==> src/rtl/weight_bank_pkg.sv <==
`default_nettype none
// ============================================================================
// Module      : weight_bank_pkg
// Description : Shared types and default sizes for the double-buffered weight
//               bank: the burst-loader state encoding and the default weight
//               width / unit count used by weight_bank_dbuf.
// Revision    : 1.0 - initial release
// ============================================================================
package weight_bank_pkg;

    // Burst loader states. The width is explicit so that the state register
    // is exactly one flop.
    typedef enum logic [0:0] {
        ST_IDLE  = 1'b0,
        ST_BURST = 1'b1
    } state_t;

    localparam int DEF_DATA_W    = 8;
    localparam int DEF_NUM_UNITS = 4;

endpackage : weight_bank_pkg
`default_nettype wire

==> src/rtl/weight_burst_loader.sv <==
`default_nettype none
// ============================================================================
// Module      : weight_burst_loader
// Description : Streamed-load sequencer for the shadow weight bank. After a
//               start request it accepts NUM_UNITS words, one per
//               in_valid && in_ready handshake, and issues a write strobe
//               plus index for each. Stalls indefinitely while in_valid low.
// Ports       : clk, rst     - clock, synchronous active-high reset
//               start        - begin a burst (honoured only while idle)
//               in_valid     - burst data valid
//               in_ready     - loader will accept a word this cycle
//               busy         - burst in progress
//               load_done    - 1-cycle pulse after the last word is accepted
//               ld_stb       - write strobe into the shadow bank
//               ld_idx       - shadow bank index for ld_stb
// Revision    : 1.0 - initial release
// ============================================================================
module weight_burst_loader
    import weight_bank_pkg::*;
#(
    parameter int NUM_UNITS = DEF_NUM_UNITS,
    parameter int ADDR_W    = $clog2(NUM_UNITS)
) (
    input  logic              clk,
    input  logic              rst,
    input  logic              start,
    input  logic              in_valid,
    output logic              in_ready,
    output logic              busy,
    output logic              load_done,
    output logic              ld_stb,
    output logic [ADDR_W-1:0] ld_idx
);

    localparam logic [ADDR_W-1:0] c_LAST_IDX = ADDR_W'(NUM_UNITS - 1);

    state_t            r_state;
    state_t            w_state_nxt;
    logic [ADDR_W-1:0] r_cnt;
    logic [ADDR_W-1:0] w_cnt_nxt;
    logic              r_load_done;
    logic              w_load_done_nxt;
    logic              w_accept;

    always_ff @(posedge clk) begin
        if (rst) begin
            r_state     <= ST_IDLE;
            r_cnt       <= '0;
            r_load_done <= 1'b0;
        end else begin
            r_state     <= w_state_nxt;
            r_cnt       <= w_cnt_nxt;
            r_load_done <= w_load_done_nxt;
        end
    end

    always_comb begin
        w_state_nxt     = r_state;
        w_cnt_nxt       = r_cnt;
        w_load_done_nxt = 1'b0;
        w_accept        = 1'b0;
        case (r_state)
            ST_IDLE: begin
                if (start) begin
                    w_state_nxt = ST_BURST;
                    w_cnt_nxt   = '0;
                end
            end
            ST_BURST: begin
                if (in_valid) begin
                    w_accept = 1'b1;
                    if (r_cnt == c_LAST_IDX) begin
                        // Last word: leave BURST so in_ready drops on the
                        // same cycle that load_done pulses.
                        w_state_nxt     = ST_IDLE;
                        w_cnt_nxt       = '0;
                        w_load_done_nxt = 1'b1;
                    end else begin
                        w_cnt_nxt = r_cnt + 1'b1;
                    end
                end
            end
            default: begin
                w_state_nxt = ST_IDLE;
                w_cnt_nxt   = '0;
            end
        endcase
    end

    assign in_ready  = (r_state == ST_BURST);
    assign busy      = (r_state == ST_BURST);
    assign load_done = r_load_done;
    assign ld_stb    = w_accept;
    assign ld_idx    = r_cnt;

endmodule : weight_burst_loader
`default_nettype wire

==> src/rtl/weight_bank_dbuf.sv <==
`default_nettype none
// ============================================================================
// Module      : weight_bank_dbuf
// Description : Double-buffered weight store for NUM_UNITS neuron units.
//               Weights are loaded into a shadow bank (single addressed
//               writes or a streamed burst) and copied into the active bank
//               in one cycle by commit. Units see the active bank only, so
//               reloading never disturbs weights in use.
// Ports       : clk, rst              - clock, synchronous active-high reset
//               wr_en/wr_addr/wr_data - single write into the shadow bank
//               burst_start           - begin streamed load of the shadow bank
//               in_valid/in_data      - burst data, accepted with in_ready
//               in_ready              - burst word accepted this cycle
//               commit                - copy shadow -> active
//               busy                  - burst in progress
//               load_done             - pulse after the last burst word
//               err                   - pulse on an illegal / ignored request
//               rd_shadow/rd_addr     - readback select (0=active, 1=shadow)
//               rd_data               - registered readback data
//               weights               - active bank, unit i at [i*DATA_W +: DATA_W]
// Revision    : 1.0 - initial release
// ============================================================================
module weight_bank_dbuf
    import weight_bank_pkg::*;
#(
    parameter int DATA_W    = DEF_DATA_W,
    parameter int NUM_UNITS = DEF_NUM_UNITS,
    parameter int ADDR_W    = $clog2(NUM_UNITS)
) (
    input  logic                        clk,
    input  logic                        rst,
    input  logic                        wr_en,
    input  logic [ADDR_W-1:0]           wr_addr,
    input  logic [DATA_W-1:0]           wr_data,
    input  logic                        burst_start,
    input  logic                        in_valid,
    input  logic [DATA_W-1:0]           in_data,
    output logic                        in_ready,
    input  logic                        commit,
    output logic                        busy,
    output logic                        load_done,
    output logic                        err,
    input  logic                        rd_shadow,
    input  logic [ADDR_W-1:0]           rd_addr,
    output logic [DATA_W-1:0]           rd_data,
    output logic [NUM_UNITS*DATA_W-1:0] weights
);

    // Unit count at one bit wider than an address, so that address range
    // checks stay meaningful when NUM_UNITS is not a power of two.
    localparam logic [ADDR_W:0] c_NUM_UNITS = (ADDR_W + 1)'(NUM_UNITS);

    logic [DATA_W-1:0] r_shadow [NUM_UNITS];
    logic [DATA_W-1:0] r_active [NUM_UNITS];
    logic [DATA_W-1:0] r_rd_data;
    logic              r_err;

    logic              w_start;
    logic              w_ld_stb;
    logic [ADDR_W-1:0] w_ld_idx;
    logic              w_wr_in_range;
    logic              w_rd_in_range;
    logic              w_wr_ok;
    logic              w_commit_ok;
    logic              w_err;

    // A burst request while one is already running is an error, not a restart.
    assign w_start = burst_start && !busy;

    weight_burst_loader #(
        .NUM_UNITS (NUM_UNITS),
        .ADDR_W    (ADDR_W)
    ) u_loader (
        .clk       (clk),
        .rst       (rst),
        .start     (w_start),
        .in_valid  (in_valid),
        .in_ready  (in_ready),
        .busy      (busy),
        .load_done (load_done),
        .ld_stb    (w_ld_stb),
        .ld_idx    (w_ld_idx)
    );

    assign w_wr_in_range = ({1'b0, wr_addr} < c_NUM_UNITS);
    assign w_rd_in_range = ({1'b0, rd_addr} < c_NUM_UNITS);

    // Single writes and commits are only honoured while idle; during a burst
    // the loader owns the shadow bank.
    assign w_wr_ok     = wr_en && !busy && w_wr_in_range;
    assign w_commit_ok = commit && !busy;

    assign w_err = (wr_en && !busy && !w_wr_in_range) ||
                   (busy && (wr_en || commit || burst_start));

    // Shadow bank. Single writes and burst writes never coincide because the
    // single write is blocked while the loader is busy.
    always_ff @(posedge clk) begin
        if (rst) begin
            for (int i = 0; i < NUM_UNITS; i++) begin
                r_shadow[i] <= '0;
            end
        end else begin
            if (w_wr_ok) begin
                r_shadow[wr_addr] <= wr_data;
            end
            if (w_ld_stb) begin
                r_shadow[w_ld_idx] <= in_data;
            end
        end
    end

    // Active bank. The copy reads the pre-edge shadow, so a write issued in
    // the same cycle as commit lands in the shadow bank only.
    always_ff @(posedge clk) begin
        if (rst) begin
            for (int i = 0; i < NUM_UNITS; i++) begin
                r_active[i] <= '0;
            end
        end else if (w_commit_ok) begin
            for (int i = 0; i < NUM_UNITS; i++) begin
                r_active[i] <= r_shadow[i];
            end
        end
    end

    always_ff @(posedge clk) begin
        if (rst) begin
            r_rd_data <= '0;
            r_err     <= 1'b0;
        end else begin
            r_err <= w_err;
            if (!w_rd_in_range) begin
                r_rd_data <= '0;
            end else if (rd_shadow) begin
                r_rd_data <= r_shadow[rd_addr];
            end else begin
                r_rd_data <= r_active[rd_addr];
            end
        end
    end

    assign rd_data = r_rd_data;
    assign err     = r_err;

    for (genvar gi = 0; gi < NUM_UNITS; gi++) begin : g_weights
        assign weights[gi*DATA_W +: DATA_W] = r_active[gi];
    end

endmodule : weight_bank_dbuf
`default_nettype wire

==> config.mk <==
export PLATFORM = sky130hd
export DESIGN_NAME = weight_bank_dbuf
export DESIGN_NICKNAME = d
export VERILOG_FILES = /design/src/rtl/weight_bank_pkg.sv /design/src/rtl/weight_burst_loader.sv /design/src/rtl/weight_bank_dbuf.sv
export SDC_FILE = /design/constraint.sdc
export NUM_CORES = 1
export LEC_CHECK = 0
export CORE_ASPECT_RATIO = 0.9
export CORE_MARGIN = 2
export CORE_UTILIZATION = 41
export CTS_CLUSTER_SIZE = 14
export DETAILED_ROUTE_END_ITERATION = 12
export GPL_ROUTABILITY_DRIVEN = 0
export PLACE_DENSITY = 0.66
export SYNTH_ARGS = -nofsm -noshare
export SYNTH_HDL_FRONTEND = slang
export SYNTH_SLANG_ARGS = --single-unit
==> constraint.sdc <==
create_clock -name clk -period 5.35 [get_ports clk]
set_input_delay 0.535 -clock clk [delete_from_list [all_inputs] [get_ports clk]]
set_output_delay 0.535 -clock clk [all_outputs]
set_load 0.01 [all_outputs]
==> impl_metrics.yaml <==
outcome:
  status: "finished, final reports clean"
timing:
  period_share: 0.488
  worstMarginPinSlew_ns: 0.943
  fmax_ghz: 0.383
  slew_headroom: 0.371
  min_period_ns: 2.61
  rsz0062_at_grt: "no"
  holdWs_ns: 0.490
  finalSetupViolations: 0
  fin_setup_tns_ns: 0
  hold_viol: 0
  slew_violations: 0
  fin_skew_ns: 0.00680
placement:
  placed_area_mm2: 0.00420
  portBuffers: 70
  hpwlAfterDp_um: 5130
worst_setup_path:
  path_cells: "clkdlybuf4s50_1, inv_1, a31oi_1"
  path_delay_family: "buffers and inverters"
  worstPathMaxFanout: 17
  path_buf_inv: 2
  cp-start-kind: "input port"
  cp-end-kind: "flip-flop"
  cpPeakStageDelay_ns: 0.90
  cp.arrival_ns: 2.58
  cpMaxStageDelayCell: "clkdlybuf4s50_1"
  cp.required_ns: 5.32
  crit_type: "in2reg"
logic_synthesis:
  yosys_warnings: 0
  synth_area_mm2: 0.00344
  syn_avg_cell_area_um2: 14.1
  syn_nets: 272
  ys_seq_area_frac: 0.633
  ys_ff_latch: 77
  syn_inst: 244
  synthDistinctLibCells: 33
global_routing:
  grt_pass1_vias: 2116
  track_usage: 0.166
  grt_pass1_wl_um: 11400
  grt_start_max_net_pins: 34
  grt-ovfl-total: 0
  antenna_found_initial: 0
die:
  die_w_um: 101
  num_rows: 31
  die_h_um: 91.0
  pin_count: 71
  start_util: 0.425
  dieArea_mm2: 0.00915
  coreArea_mm2: 0.00811
clocking:
  clk_path_buf_depth: 2
  cts_resized: 0
  clk_pin_slew_ns: 0.07
  post-cts-setup-buffers: 0
  cts-buffers-inserted: 9
  insertion_delay_ns: 0.34
  cts_hold_buf: 0
  cts_max_level: 3
  cts.sinks: 77
  cts_tree: "yes"
  root_buffer: "clkbuf_8"
finish:
  drive_gt1_frac: 0.112
  layout_common_cells: "clkdlybuf4s50_1, edfxtp_1, nor2_1"
  area_growth_syn_to_layout_pct: 26.1
  num-fill-cells: 681
  final_area_mm2: 0.00434
  mostFrequentLayoutCell: "clkdlybuf4s50_1"
  fin_util: 0.536
  antenna_cells: 0
  fin_nets: 338
detailed_routing:
  drt_iter0_markers: 125
  post_drt_via_cell_ratio: 5.25
  wl_per_cell_um: 17.0
  wl_met1_um: 3290
  vias: 2161
  first_pass_iters: 4
  wl_met3_um: 478
  highest_layer: "met4"
  dr_wl_met2_um: 3180
  drc: 0
  wl_um: 7010
  ant_nets: 0
pwr:
  intPower_uw: 943
  clockPowerShare: 0.286
  peakVddDrop_mv: 0.104
  pwr-share-comb: 0.134
  leakage_uw: 0.00168
  swShare: 0.233
  pwr-share-seq: 0.580
  p_switching_uw: 286
  p_per_area_mw_per_mm2: 283
run:
  maxCapViolCount: 0
worst_hold_path:
  min_path_type: "reg2reg"
cell usage after synthesis:
| cell | number | share of area |
|---|---|---|
| o2111ai_2 | 1 | 0.0044 |
| nor2_2 | 1 | 0.0018 |
| a32oi_1 | 1 | 0.0025 |
| a31oi_1 | 1 | 0.0018 |
| and3_1 | 8 | 0.015 |
| a21oi_1 | 2 | 0.0029 |
| o311a_1 | 1 | 0.0029 |
| and2_1 | 32 | 0.058 |
| edfxtp_1 | 64 | 0.56 |
| and4_1 | 1 | 0.0025 |
| mux2i_1 | 9 | 0.026 |
| and3b_1 | 10 | 0.025 |
| nand3_1 | 1 | 0.0015 |
| o21ai_1 | 2 | 0.0029 |
| a221o_1 | 1 | 0.0029 |
| nand3b_1 | 2 | 0.0044 |
| nand2b_1 | 1 | 0.0018 |
| nor3b_1 | 2 | 0.0044 |
| o21ai_0 | 6 | 0.0087 |
| nand2_1 | 5 | 0.0054 |
| mux4_2 | 16 | 0.10 |
| buf_6 | 2 | 0.0065 |
| clkbuf_1 | 9 | 0.0098 |
| buf_1 | 1 | 0.0011 |
| nor2_1 | 34 | 0.037 |
| dfxtp_1 | 13 | 0.076 |
| a311oi_1 | 1 | 0.0025 |
| inv_1 | 9 | 0.0098 |
| or3b_4 | 1 | 0.0033 |
| ha_1 | 1 | 0.0036 |
| o221ai_2 | 1 | 0.0044 |
| buf_4 | 2 | 0.0044 |
| buf_2 | 3 | 0.0044 |
state kept, by name, summed over array words and instances, names as in the netlist:
signal / flops
rd_data: 8
u_loader.ld_idx: 2
u_loader.load_done: 1
r_active: 32
r_shadow: 32
err: 1
u_loader.busy: 1
cells by family (layout without fill, tap and decap cells):
logic type / Yosys count / count (layout) / synth area share
simple gates: 98 / 98 / 0.160
flops: 77 / 77 / 0.633
buf+inv: 26 / 95 / 0.0360
mux: 25 / 25 / 0.131
compound gates: 17 / 17 / 0.0360
fa+ha+maj: 1 / 1 / 0.00363
cell type report:
type                            instances  area [um^2]  share of cell area
Sequential cell                        77         2180               0.502
Multi-Input combinational cell        141         1140               0.263
Timing Repair Buffer                   72          716               0.165
Clock buffer                           11          131              0.0303
Tap cell                               99          124              0.0285
Inverter                                9         33.8             0.00778
Clock inverter                          3         15.0             0.00346
stage by stage:
step / power, uW / cells / setup WS (ns)
global route: 1280 / 412 / 2.56
CTS: 1240 / 412 / 2.74
global placement: 892 / 398 / 2.49
finish: 1230 / 412 / 2.74
floorplan: 805 / 244 / 3.32
detailed placement: 893 / 398 / 2.37
power groups by stage:
stage               combinational [uW]  sequential [uW]  clock, uW
finish                             165              713        351
global route                       178              718        387
CTS                                167              713        363
detailed placement                 167              727          0
global placement                   166              726          0
floorplan                         77.4              727          0
layer usage:
layer  vias to the layer above  GRT usage
met5                         -          0
met4                         0     0.0548
met3                         5     0.0562
met2                        83      0.241
met1                      1053      0.234
li1                       1020          -
worst reg2reg max path, delay by kind of cell, from the launching register on:
| kind | cells | cell delay (ns) |
|---|---|---|
| compound gates | 1 | 0.53 |
| flops | 1 | 0.87 |
| simple gates | 2 | 0.70 |
worst paths after layout:
kind	startpoint	end	slack [ns]	cells past startpoint
max	rst	r_shadow[3][4]	2.74	3
min	u_loader.ld_idx[0]	u_loader.ld_idx[0]	0.49	2
max reg2reg	u_loader.busy	r_shadow[2][6]	2.93	3
min reg2reg	u_loader.ld_idx[0]	u_loader.ld_idx[0]	0.49	2
No activity file was read; power rests on OpenSTA's default activity.
